==> src/rtl/mei_gateway.sv <==
// mei_gateway: conditions six raw external interrupt lines into pending/claim/complete state for the CSR MEI inputs
module mei_gateway #(
    parameter int         SYNC_STAGES = 2,
    parameter logic [5:0] EDGE_MASK   = 6'b000000,
    parameter logic [5:0] IRQ_POL     = 6'b111111
) (
    input  logic       i_CLK,
    input  logic       i_RSTn,
    input  logic [5:0] i_IRQ_RAW,
    input  logic       i_CLAIM,
    input  logic       i_COMPLETE,
    input  logic [2:0] i_COMPLETE_ID,
    output logic       o_MEI_0,
    output logic       o_MEI_1,
    output logic       o_MEI_2,
    output logic       o_MEI_3,
    output logic       o_MEI_4,
    output logic       o_MEI_5,
    output logic       o_CLAIM_VALID,
    output logic [2:0] o_CLAIM_ID,
    output logic [5:0] o_IN_SERVICE
);
    localparam logic [1:0] IDLE       = 2'd0;
    localparam logic [1:0] PENDING    = 2'd1;
    localparam logic [1:0] IN_SERVICE = 2'd2;

    logic [SYNC_STAGES-1:0][5:0] sync_q;
    logic [5:0] act, prev, rise, req, pend, insvc, win;
    logic [2:0] win_id;
    logic       claim_hit;

    // synchroniser chain, parked at the inactive raw level while in reset
    always_ff @(posedge i_CLK or negedge i_RSTn)
        if (!i_RSTn) sync_q <= {SYNC_STAGES{~IRQ_POL}};
        else sync_q <= {sync_q[SYNC_STAGES-2:0], i_IRQ_RAW};

    assign act  = ~(sync_q[SYNC_STAGES-1] ^ IRQ_POL);
    assign rise = act & ~prev;
    assign req  = (EDGE_MASK & rise) | (~EDGE_MASK & act);

    // previous active sample; cleared in reset so a line active at release yields one rise
    always_ff @(posedge i_CLK or negedge i_RSTn)
        if (!i_RSTn) prev <= 6'd0;
        else prev <= act;

    assign win       = pend & (~pend + 6'd1);
    assign claim_hit = i_CLAIM & |pend;

    // encode the lowest-index pending line
    always_comb begin
        win_id = 3'd0;
        for (int i = 5; i >= 0; i--)
            if (pend[i]) win_id = 3'(i);
    end

    for (genvar k = 0; k < 6; k++) begin : g_line
        logic [1:0] st;
        logic       rt, claimed, done, erise;
        assign claimed  = i_CLAIM & win[k];
        assign done     = i_COMPLETE & (i_COMPLETE_ID == 3'(k)) & (st == IN_SERVICE);
        assign erise    = EDGE_MASK[k] & rise[k];
        assign pend[k]  = st == PENDING;
        assign insvc[k] = st == IN_SERVICE;
        // line state; an edge seen during service (or on the claim cycle) re-pends the line on completion
        always_ff @(posedge i_CLK or negedge i_RSTn)
            if (!i_RSTn) begin
                st <= IDLE;
                rt <= 1'b0;
            end else begin
                st <= (st == IDLE && req[k])    ? PENDING :
                      (st == PENDING && claimed) ? IN_SERVICE :
                      done                       ? ((rt | erise) ? PENDING : IDLE) : st;
                rt <= done ? 1'b0 : rt | (erise & ((st == IN_SERVICE) | claimed));
            end
    end

    // claim response, presented the cycle after the strobe
    always_ff @(posedge i_CLK or negedge i_RSTn)
        if (!i_RSTn) begin
            o_CLAIM_VALID <= 1'b0;
            o_CLAIM_ID    <= 3'd0;
        end else begin
            o_CLAIM_VALID <= claim_hit;
            o_CLAIM_ID    <= claim_hit ? win_id : 3'd0;
        end

    assign o_MEI_0      = pend[0];
    assign o_MEI_1      = pend[1];
    assign o_MEI_2      = pend[2];
    assign o_MEI_3      = pend[3];
    assign o_MEI_4      = pend[4];
    assign o_MEI_5      = pend[5];
    assign o_IN_SERVICE = insvc;
endmodule

==> config.mk <==
export PLATFORM = sky130hd
export DESIGN_NAME = mei_gateway
export DESIGN_NICKNAME = d
export VERILOG_FILES = /design/src/rtl/mei_gateway.sv
export SDC_FILE = /design/constraint.sdc
export NUM_CORES = 1
export LEC_CHECK = 0
export CORE_ASPECT_RATIO = 1.25
export CORE_MARGIN = 4
export CORE_UTILIZATION = 30
export CTS_CLUSTER_SIZE = 20
export DETAILED_ROUTE_END_ITERATION = 10
export PLACE_DENSITY = 0.54
export SLEW_MARGIN = 40
export SYNTH_ARGS = -nofsm -noshare
export SYNTH_HDL_FRONTEND = slang
export SYNTH_SLANG_ARGS = --single-unit
export TNS_END_PERCENT = 10
==> constraint.sdc <==
create_clock -name i_CLK -period 1.43 [get_ports i_CLK]
set_input_delay 0.2145 -clock i_CLK [delete_from_list [all_inputs] [get_ports i_CLK]]
set_output_delay 0.2145 -clock i_CLK [all_outputs]
set_load 0.03 [all_outputs]
==> summary.txt <==
Run status
  • Status: complete, no violations

Power and ir drop
  • IR drop worst, VDD: 0.634 mV
  • Power Total: 2.79 mW
  • Pleak: 0.744 nW
  • Pwr dens: 1860 mW/mm2

Timing
  • Final setup viols: 0
  • Fmax: 0.729 GHz
  • Final setup margin: 0.0582 ns
  • Crit share post-route: 95.9%
  • Worst slew pin tran: 0.355 ns
  • RSZ-0062 raised after global routing: no
  • Fin. Hold Viols: 0
  • Sum of negative setup slack: 0 ns
  • Minimum clock period: 1.37 ns
  • Clock skew after layout: 0.00896 ns
  • Final count of pins violating max slew: 0
  • Relative slew slack: 76.3%

Synth
  • FF+latch count, synth: 28
  • Synth cell types: 29
  • Synth warn: 0
  • Syn nets: 109
  • Seq/Total Area, Yosys: 62.6%
  • Mapped Area: 0.00112 mm2
  • Synth Instances: 96
  • Mean Syn Cell Area: 11.7 um2

Drt
  • Routed vias: 848
  • Routed WL per cell: 14.4 um
  • WL final: 2440 um
  • Drt pass-1 iters: 4
  • Final antenna-violating net count: 0
  • Via/cell ratio: 4.99
  • DRC errors left: 0
  • Initial DRC count: 32

Die
  • Die Span Y: 76.3 um
  • Die area: 0.00478 mm2
  • Die X: 62.6 um
  • IO Pins: 29
  • Rows: 24
  • Core area: 0.00354 mm2
  • Starting utilization of the core area: 31.6%

Critical path
  • Worst Path Arrival: 1.16 ns
  • Crit path max fanout: 6
  • Delay-heaviest family, CP: flip-flops
  • Worst EP required: 1.22 ns
  • Critical path, cell by cell: nand2b_4, inv_2, buf_4
  • Slowest cell on the critical path: dfrtp_1
  • Critical path buffers and inverters: 2
  • Crit path kind: reg -> out
  • Max incr delay on CP: 0.49 ns
  • CP Capture Type: output port
  • Worst setup SP type: register

Clock network
  • Worst skew pair latency: 0.28 ns
  • TritonCTS clock tree: yes
  • Htree depth: 1
  • Post-CTS Resized: 4
  • Hold_buf cts: 0
  • CTS Buf Count: 3
  • Setup Fix Bufs, Post-CTS: 0
  • CTS clk-pin slew, worst paths: 0.09 ns
  • Root Driver: clkbuf_8
  • Clock Path Buffers: 2
  • CTS Sinks: 28

Layout
  • Fillers: 370
  • ANT cells: 0
  • Layout cells sized above 1: 24.4%
  • Register area: 701 um2
  • Commonest non-fill, non-tap cell in the layout: dfrtp_1
  • Fin util: 42.5%
  • Footprint of the multi-input gates: 377 um2
  • Final instance area: 0.00151 mm2
  • Final net count: 145
  • Synthesis-to-layout area growth: 34.6%
  • Most frequent cells in the layout: 28 x dfrtp_1, 14 x buf_4, 12 x a21oi_1, 12 x clkdlybuf4s50_1, 9 x nor2_1

GRT
  • Total track usage: 11.1%
  • Pin count of the biggest net entering global routing: 29
  • Antenna violations before repair: 0
  • Vias in the first global route: 867
  • First-pass GRT wire length: 4200 um
  • Grt total ovfl: 0

Job
  • Max-cap violation count: 0

Placed design
  • Port Buf Inserts: 28
  • DP HPWL: 1880 um
  • RD Place Congestion: 0.787
  • Place WS: 0.0225 ns
  • Placement Cell Area: 0.00144 mm2

Min path
  • Worst hold path type: in -> async
flip-flops by register name, summed over array words and instances (netlist names):
| register | count |
|---|---|
| g_line.st | 12 |
| o_CLAIM_ID | 3 |
| o_CLAIM_VALID | 1 |
| sync_q | 12 |
final timing paths:
| path | depth (start not counted) | slack (ns) | end | start |
|---|---|---|---|---|
| max in group asynchronous | 2 | 0.86 | g_line[4].st[0] | i_RSTn |
| min | 2 | 0.31 | g_line[1].st[0] | i_RSTn |
| max reg2reg | 4 | 0.26 | g_line[3].st[0] | g_line[1].st[0] |
| max | 3 | 0.06 | o_MEI_1 | g_line[1].st[0] |
| min reg2reg | 0 | 0.35 | sync_q[8] | sync_q[2] |
| min in group i_CLK | 0 | 0.35 | sync_q[8] | sync_q[2] |
logic make-up after synthesis:
kind of cell	Yosys count	share of synthesized area, %
buffers and inverters	12	4.36
AND/OR/NAND/NOR	31	18.5
AO/OA/AOI/OAI	25	14.5
flip-flops	28	62.6
metrics by stage:
step                      hold WS (ns)  instances
final                            0.305        170
after global routing             0.326        170
after CTS                        0.314        170
after detailed placement         0.336        166
after global placement           0.332        166
after floorplan                -0.0811         96
cell type report:
cell class	instances	share of cell area, %
multi-input cells	56	25.0
clock buffers	4	3.66
flip-flops and latches	28	46.6
repair buffers	32	18.8
well taps	39	3.24
inverters	11	2.74
power breakdown:
part           internal, mW  switching, mW
registers             0.969          0.163
clock network         0.247          0.239
logic                 0.459          0.717
synth_stat cells (all sizes together):
cell type,count,area [um2]
inv,11,41.3
nor2b,1,13.8
nand3,3,27.5
o32ai,1,16.3
nand4b,1,8.76
o31ai,1,7.51
o41ai,1,8.76
and2b,1,7.51
a31oi,3,18.8
dfrtp,28,701
nand4bb,1,11.3
o21ai,2,10.0
o31a,1,8.76
nor3,4,25.0
nor2,9,33.8
nand2,3,11.3
o211ai,1,7.51
a21o,1,7.51
nand2b,7,61.3
a21oi,12,60.1
buf,1,7.51
nand4,1,6.26
a41oi,2,17.5
routing by layer:
metal  vias to the layer above  track usage (%)  wire length [um]
met5                         -                0                 0
met4                         0             5.30                40
met3                         4             2.95               140
met2                        27             16.6              1170
met1                       418             14.8              1090
li1                        399                -                 -
Note: power is estimated with default switching activity, not from simulation.
